[src/rtl/pucch1_pkg.sv]
// Shared PUCCH format 1 definitions: OCC phase constants, nSF=4 cover LUT,
// nSF support check and the despreader state encoding.
package pucch1_pkg;

  typedef enum logic [1:0] {
    ST_IDLE,
    ST_ACCUM,
    ST_DRAIN
  } state_t;

  // Row = occi, bit m = 1 where the nSF=4 cover applies a phase of 12 (i.e. -1).
  localparam logic [3:0][3:0] OCC4_LUT = {4'b0110, 4'b1100, 4'b1010, 4'b0000};

  function automatic logic nsf_supported(input logic [2:0] nsf);
    return (nsf == 3'd1) || (nsf == 3'd2) || (nsf == 3'd3) ||
           (nsf == 3'd4) || (nsf == 3'd6);
  endfunction

  // Per-symbol phase increment multiplier A, in units of 2*pi/24.
  function automatic logic [4:0] nsf_amp(input logic [2:0] nsf);
    case (nsf)
      3'd2:    return 5'd12;
      3'd3:    return 5'd8;
      3'd6:    return 5'd4;
      default: return 5'd0;
    endcase
  endfunction

  // occi*A is always below 24 for legal (nSF, occi) pairs.
  function automatic logic [4:0] phase_step(input logic [2:0] nsf, input logic [2:0] occi);
    return 5'(nsf_amp(nsf) * {2'b00, occi});
  endfunction

endpackage

[src/rtl/cyc_24_pucch1_rot6.sv]
// Combinational cos/sin ROM for the six phases 2*pi*k/6, scaled so 1.0 = 2^(CW-2).
module cyc_24_pucch1_rot6 #(
  parameter int CW = 16
) (
  input  logic [2:0]           k,
  output logic signed [CW-1:0] c,
  output logic signed [CW-1:0] s
);

  localparam int ONE_I = 2 ** (CW - 2);
  localparam int S60_I = int'(0.8660254037844386 * real'(ONE_I));
  localparam logic signed [CW-1:0] ONE  = CW'(ONE_I);
  localparam logic signed [CW-1:0] HALF = CW'(ONE_I / 2);
  localparam logic signed [CW-1:0] S60  = CW'(S60_I);

  // NOTE: every output gets a default before the case so no latch is inferred.
  always_comb begin
    c = ONE;
    s = '0;
    case (k)
      3'd1: begin c =  HALF; s =  S60; end
      3'd2: begin c = -HALF; s =  S60; end
      3'd3: begin c = -ONE;  s = '0;   end
      3'd4: begin c = -HALF; s = -S60; end
      3'd5: begin c =  HALF; s = -S60; end
      default: ;
    endcase
  end

endmodule

[src/rtl/cyc_24_pucch1_despread.sv]
// PUCCH format 1 OCC despreader: derotates each symbol by conj(wi(m)) and
// coherently sums one hop into a single complex statistic.
module cyc_24_pucch1_despread
  import pucch1_pkg::*;
#(
  parameter int W  = 16,
  parameter int CW = 16,
  parameter int OW = W + 4
) (
  input  logic                 clk,
  input  logic                 rst,
  input  logic                 i_start,
  input  logic [2:0]           i_nSF,
  input  logic [2:0]           i_occi,
  input  logic                 i_valid,
  input  logic signed [W-1:0]  i_re,
  input  logic signed [W-1:0]  i_im,
  output logic                 o_busy,
  output logic                 o_valid,
  output logic signed [OW-1:0] o_re,
  output logic signed [OW-1:0] o_im,
  output logic                 o_err
);

  localparam int PW = W + CW + 1;
  localparam logic signed [PW-1:0] RND = {{(PW-CW+2){1'b0}}, 1'b1, {(CW-3){1'b0}}};

  state_t     state;
  logic [2:0] nsf_q;
  logic [1:0] occ4_q;
  logic [2:0] m_q;
  logic [4:0] phi_q;
  logic [4:0] step_q;

  logic                 p_vld, p_last;
  logic signed [OW-1:0] p_re, p_im;
  logic signed [OW-1:0] acc_re, acc_im;

  logic                 params_ok, accept, last;
  logic [2:0]           k;
  logic [5:0]           phi_sum;
  logic [4:0]           phi_next;
  logic signed [CW-1:0] c, s;
  logic signed [PW-1:0] xr_e, xi_e, c_e, s_e, mul_re, mul_im;
  logic signed [OW-1:0] d_re, d_im;

  cyc_24_pucch1_rot6 #(.CW(CW)) u_rot (
    .k (k),
    .c (c),
    .s (s)
  );

  always_comb begin
    params_ok = nsf_supported(i_nSF) && (i_occi < i_nSF);
    accept    = (state == ST_ACCUM) && i_valid && !i_start;
    last      = accept && (m_q == nsf_q - 3'd1);
    phi_sum   = {1'b0, phi_q} + {1'b0, step_q};
    phi_next  = (phi_sum >= 6'd24) ? 5'(phi_sum - 6'd24) : phi_sum[4:0];
    // Every phase is a multiple of 4, so the ROM index is phi/4.
    if (nsf_q == 3'd4) k = OCC4_LUT[occ4_q][m_q[1:0]] ? 3'd3 : 3'd0;
    else               k = 3'(phi_q >> 2);
    xr_e   = PW'(i_re);
    xi_e   = PW'(i_im);
    c_e    = PW'(c);
    s_e    = PW'(s);
    mul_re = xr_e * c_e + xi_e * s_e;
    mul_im = xi_e * c_e - xr_e * s_e;
    d_re   = OW'((mul_re + RND) >>> (CW - 2));
    d_im   = OW'((mul_im + RND) >>> (CW - 2));
  end

  always_ff @(posedge clk) begin
    if (rst) begin
      state   <= ST_IDLE;
      nsf_q   <= '0;
      occ4_q  <= '0;
      m_q     <= '0;
      phi_q   <= '0;
      step_q  <= '0;
      p_vld   <= 1'b0;
      p_last  <= 1'b0;
      p_re    <= '0;
      p_im    <= '0;
      acc_re  <= '0;
      acc_im  <= '0;
      o_busy  <= 1'b0;
      o_valid <= 1'b0;
      o_err   <= 1'b0;
      o_re    <= '0;
      o_im    <= '0;
    end else begin
      // NOTE: sequential state uses non-blocking assignments; pulses default low here.
      o_valid <= 1'b0;
      o_err   <= 1'b0;
      p_vld   <= 1'b0;
      p_last  <= 1'b0;
      if (i_start) begin
        // A new start aborts any hop in flight, including a pending result.
        acc_re <= '0;
        acc_im <= '0;
        m_q    <= '0;
        phi_q  <= '0;
        if (params_ok) begin
          nsf_q  <= i_nSF;
          occ4_q <= i_occi[1:0];
          step_q <= phase_step(i_nSF, i_occi);
          state  <= ST_ACCUM;
          o_busy <= 1'b1;
        end else begin
          state  <= ST_IDLE;
          o_busy <= 1'b0;
          o_err  <= 1'b1;
        end
      end else begin
        if (accept) begin
          p_vld  <= 1'b1;
          p_last <= last;
          p_re   <= d_re;
          p_im   <= d_im;
          m_q    <= m_q + 3'd1;
          phi_q  <= phi_next;
          if (last) begin
            state  <= ST_DRAIN;
            o_busy <= 1'b0;
          end
        end
        if (p_vld) begin
          acc_re <= acc_re + p_re;
          acc_im <= acc_im + p_im;
          if (p_last) begin
            o_valid <= 1'b1;
            o_re    <= acc_re + p_re;
            o_im    <= acc_im + p_im;
            state   <= ST_IDLE;
          end
        end
      end
    end
  end

endmodule
[config.mk]
export PLATFORM = sky130hd
export DESIGN_NAME = cyc_24_pucch1_despread
export DESIGN_NICKNAME = d
export VERILOG_FILES = /design/src/rtl/pucch1_pkg.sv /design/src/rtl/cyc_24_pucch1_rot6.sv /design/src/rtl/cyc_24_pucch1_despread.sv
export SDC_FILE = /design/constraint.sdc
export NUM_CORES = 2
export LEC_CHECK = 0
export CAP_MARGIN = 40
export CORE_MARGIN = 2
export CORE_UTILIZATION = 55
export DETAILED_ROUTE_END_ITERATION = 6
export PLACE_DENSITY_LB_ADDON = 0.25
export SETUP_SLACK_MARGIN = 0.3
export SLEW_MARGIN = 20
export SYNTH_ARGS = -nofsm -noshare
export SYNTH_HDL_FRONTEND = slang
export SYNTH_HIERARCHICAL = 1
export SYNTH_SLANG_ARGS = --single-unit
[constraint.sdc]
create_clock -name clk -period 12 [get_ports clk]
set_input_delay 3.6 -clock clk [delete_from_list [all_inputs] [get_ports clk]]
set_output_delay 3.6 -clock clk [all_outputs]
set_load 0.02 [all_outputs]
# Word-level counts from Yosys, hierarchy flattened
# Cells that the tools add are included.
# classes
addsub	10
n_mul	5
n_lt_le_gt_ge	4
eq_ne	13
muxes	26
n_bitwise	3
n_reduce_logical	23
# op_table
operator	n
16-bit by 16-bit multiplier with 32-bit output	4
33-bit by 15-bit adder with 33-bit output, second input constant	2
16-bit one-hot mux with 3 select lines	1
20-bit by 19-bit adder with 20-bit output	2
32-bit by 32-bit adder with 33-bit output	1
32-bit by 32-bit subtractor with 33-bit output	1
16-bit one-hot mux with 2 select lines	1
5-bit 2-to-1 mux	4
3-bit equality test, second input constant	5
3-bit by 2-bit equality test with 1-bit output, second input constant	4
2-bit 2-to-1 mux	6
4-bit one-hot mux with 3 select lines	1
2-bit OR reduction	6
1-bit 2-to-1 mux	9
4-bit binary-select mux with 2-bit select	1
5-bit by 5-bit adder with 6-bit output	1
3-bit by 1-bit equality test with 1-bit output, second input constant	2
6-bit by 5-bit greater-or-equal comparator with 1-bit output, second input constant	1
2-bit by 3-bit less-than comparator with 1-bit output, second input constant	2
2-bit AND reduction	3
3-bit OR reduction	2
5-bit by 3-bit multiplier with 5-bit output	1
5-bit subtractor, second input constant	1
1-bit logical AND	4
13 further kinds	19
# word_totals
regBits	143
in_bits	42
out_inout_bits	43
elab_cells	101

# Depth between registers and ports, before layout
# logic_depth
word_depth	12
ltp_mapped	37
ltp_nobuf	34

# By module
# The synthesis kept the hierarchy.
# modules_own_cells
mod	instances	cells_each	area_each_um2	seq_area_each_um2
cyc_24_pucch1_despread	1	5021	46214.3	2782.7
cyc_24_pucch1_rot6	1	37	284.0	0.0

# Worst setup path after synthesis
# No wires, ideal clock.
# synth_timing
kind	in2reg
from	in i_re[15]
to	reg, netlist name p_im[18]
setup_ns	0.062
arrival_ns	10.579
required_ns	11.938
slack_ns	1.359
stages	27
path_buffers	1
cell_sequence	clkbuf_1 nand2_1 inv_1 fa_1 inv_1 fa_1 inv_1 fa_1 fa_1 inv_1 fa_1 fa_1 fa_1 inv_1 fa_1 inv_1 ha_1 a21o_1 a21oi_1 o21ai_1 o211ai_1 a21oi_1 o21ai_1 a311oi_2 a31oi_1 or4_1 nand3_1
# synth_between
elab_chain_cells	3
# synth_rtl
item	line	rtl
start: declaration	cyc_24_pucch1_despread.sv:16	input logic signed [W-1:0] i_re,
16-bit by 16-bit multiplier with 32-bit output	cyc_24_pucch1_despread.sv:67	mul_im = xi_e * c_e - xr_e * s_e;
32-bit by 32-bit subtractor with 33-bit output	cyc_24_pucch1_despread.sv:67	
33-bit by 15-bit adder with 33-bit output	cyc_24_pucch1_despread.sv:69	d_im = OW'((mul_im + RND) >>> (CW - 2));
# No other way between the ends.
# A chain may end at the register's enable or synchronous reset.

# Worst setup path after layout
# layout_timing
from	in i_re[2]
to	reg p_im[16]
# layout_between
elab_chain_cells	3
# layout_rtl
item	line	rtl
16-bit by 16-bit multiplier with 32-bit output	cyc_24_pucch1_despread.sv:67	
32-bit by 32-bit subtractor with 33-bit output	cyc_24_pucch1_despread.sv:67	
33-bit by 15-bit adder with 33-bit output	cyc_24_pucch1_despread.sv:69	
end signal: assignment	cyc_24_pucch1_despread.sv:119	p_im <= d_im;
end: declaration	cyc_24_pucch1_despread.sv:36	logic signed [OW-1:0] p_re, p_im;
# No other way between the ends.

==> key figures <==
Status
  • Status: completed

Critical path
  • Reg2reg start: nsf_q[0]$_SDFFE_PP0P_
  • Worst EP required: 12320 ps
  • CP Class: in2reg
  • WP data arrival: 11530 ps
  • Worst r2r dst: p_im[16]$_SDFFE_PP0P_
  • Worst r2r path cells: 31
  • Startpoint types: primary input
  • Max FO, Critical Path: 8
  • Crit. End Element: flop
  • R2r setup slk: 2160 ps

STA
  • Final count of negative-setup-slack endpoints: 0
  • Slew Viols, Final: 0
  • Worst Setup Slack, final: 783.4 ps
  • Setup tns final: 0 ps
  • Hold Vio Cnt, Final: 0
  • Max Freq: 89.15 MHz
  • Final Cycle Share: 93.47%
  • Slew Limit Headroom: 44.49%
  • Clock skew: 11.03 ps
  • RSZ-0062 raised after global routing: no
  • Slew @ Worst Pin: 830.0 ps
  • Final min period: 11220 ps

Yosys
  • Predominant post-synthesis flop cell: dfxtp_1
  • EDFF count, synth: 0
  • Synth area leader: fa_1
  • Post-Synthesis Cells: 5058
  • Adder-cell share of the synthesized area: 59.97%
  • Dominant cell by count in the synthesized netlist: inv_1
  • Yosys warns: 6
  • Yosys cell types: 69
  • Largest family of logic cells by synthesized area: adder cells
  • Area share of xor/xnor cells in the synthesized design: 2.260%
  • Sequential fraction of the synthesis area: 5.984%
  • Syn_area_per_cell: 9.193 µm²
  • Mapped cell area: 46500 µm²
  • Synth top cells by count: inv_1, fa_1, nand2_1
  • Yosys top cell area share: 50.63%
  • Compound-Gate Fraction of Synth Area: 3.681%
  • Ranking of synthesized cells by area: fa_1, inv_1, ha_1
  • Simple-Gate Fraction of Synth Area: 14.27%
  • Post-synth ARST share: 0%
  • Yosys reg bits: 139
  • Mux cell area share after synthesis: 0.8503%

Min path
  • Worst hold start: o_im[15]$_SDFFE_PP0P_
  • Worst Hold End: o_im[15]$_SDFFE_PP0P_
  • Hold Crit Depth: 2
  • Tightest Hold Check Type: reg2reg

CTS
  • Postcts setup bufs: 0
  • Max Root-Sink Buffers: 2
  • Later-pin clock latency in the skew report: 430 ps
  • CTS tree: built
  • Post_cts resized: 0
  • CTS sink count: 139
  • Num CTS Buffers: 17
  • Hold_buf cts: 0
  • CTS H-tree depth: 4
  • Clock Pin Slew Worst Setup and Hold Paths: 60 ps
  • Root buffer cell: clkbuf_16

Global routing
  • Pin count of the biggest net entering global routing: 131
  • GRT Total Usage: 28.33%
  • First-pass GRT wire length: 189100 µm
  • Antenna violations before repair: 2
  • Number of global-route vias before repair: 35143
  • Overflow after GRT: 0

Layout
  • Area growth syn-to-layout: 5.901%
  • Layout cells sized above 1: 3.045%
  • Nets: 6578
  • Final Instance Area: 49240 µm²

Floorplanning
  • Row cnt: 106
  • Width of the die: 294.8 µm
  • Starting Density: 55.56%
  • Die Height: 294.8 µm
  • Full die area: 86880 µm²
  • Io pins: 85
  • Core Area: 83690 µm²

Placement
  • Placed Area: 48570 µm²
  • RePlAce Congestion: 0.9132
  • Port Buffer Count: 84
  • Post-detail-place hpwl: 92770 µm
  • Worst slack, placed: 339.8 ps

Drt
  • Post-DR wirelength/cell: 18.37 µm
  • Final WL: 113200 µm
  • First-pass detailed-route iteration total: 7
  • Antenna-violating nets left: 0
  • Via-per-instance ratio: 5.162
  • DRC violations left: 0
  • Vias: 31806
  • Initial DRC count: 1808

Flow run
  • Max-cap violations: 0
critical path: stages:
cell             delay [ps]
clkdlybuf4s50_1         910
buf_4                   270
nand2_1                  80
fa_1                    520
inv_1                    40
ha_1                    170
inv_1                    80
fa_1                    440
fa_1                    510
fa_1                    550
fa_1                    450
fa_1                    490
inv_1                    50
fa_1                    470
inv_1                    40
ha_1                    310
a21o_1                  190
a21o_1                  170
a21oi_1                 170
a2bb2oi_1               570
a211oi_2                250
buf_4                   210
o21ai_1                 190
a311oi_2                170
a21oi_1                 220
nor4_1                   70
a311o_1                 330
through the flow:
stage | hold WS [ps] | cells | util [%]
finish | 454.0 | 6162 | 58.84
global route | 469.9 | 6159 | 58.83
CTS | 454.7 | 6157 | 58.79
detailed placement | 446.8 | 6126 | 58.04
global placement | 444.3 | 6124 | 57.98
floorplan | 427.5 | 5070 | -
logic make-up after synthesis:
group / after synthesis
fa+ha+maj: 1523
simple gates: 1382
buf+inv: 1579
flops: 139
other cells: 1
compound gates: 275
mux: 39
xor+xnor: 120
sequential cells by signal, summed over array words and instances (netlist names):
| signal | flops |
|---|---|
| o_err | 1 |
| o_re | 20 |
| p_im | 19 |
| o_busy | 1 |
| m_q | 3 |
| acc_re | 20 |
| state | 2 |
| p_last | 1 |
| acc_im | 20 |
| phi_q | 3 |
| o_im | 20 |
| nsf_q | 3 |
| p_re | 19 |
| step_q | 3 |
| o_valid | 1 |
| occ4_q | 2 |
| p_vld | 1 |
final cells by class:
| type | instances | area, µm² |
|---|---|---|
| Sequential cell | 139 | 2784 |
| Inverter | 1322 | 4962 |
| Timing Repair Buffer | 181 | 1675 |
| Fill cell | 7362 | 34450 |
| Clock buffer | 20 | 466.7 |
| Tap cell | 1134 | 1419 |
| Antenna cell | 3 | 7.507 |
| Clock inverter | 11 | 166.4 |
| Multi-Input combinational cell | 3352 | 37760 |
how the worst max path moves through the flow:
stage,start,end,slack (ps),cells past startpoint
after global routing,i_re[5],p_im[16]$_SDFFE_PP0P_,430,26
after floorplan,i_re[15],p_im[18]$_SDFFE_PP0P_,1360,27
after global placement,i_re[9],p_im[16]$_SDFFE_PP0P_,400,25
final,i_re[2],p_im[16]$_SDFFE_PP0P_,780,27
after detailed placement,i_re[9],p_im[16]$_SDFFE_PP0P_,340,25
after CTS,i_re[9],p_im[16]$_SDFFE_PP0P_,780,25
layer usage:
metal	share of wire, %	GRT usage (%)	up-vias
met5	0	0	-
met4	4.7	10.81	0
met3	5.3	3.544	213
met2	50	48.81	797
met1	40	36.55	16379
li1	-	-	14417
cells in the final DEF (no fill, tap or decap), types with 9 or more instances in the layout:
cell type and n:
xnor2_1 82, nor2_1 147, clkdlybuf4s50_1 83, a211oi_1 13
nand2_1 656, ha_1 347, a21o_1 30, o21ai_1 16
clkbuf_16 17, conb_1 13, nand2b_1 27, o21ai_0 27
xor2_1 36, o21a_1 11, mux2i_1 38, buf_4 88
fa_1 1176, dfxtp_1 138, a21oi_1 117, nand3_1 15
inv_1 1320, and2_1 457, and3_1 10, a31oi_1 9
nor3_1 21
Power is left out: the tool's default activity adds up to more than one toggle a clock period on the data nets, which glitch-free logic cannot reach.
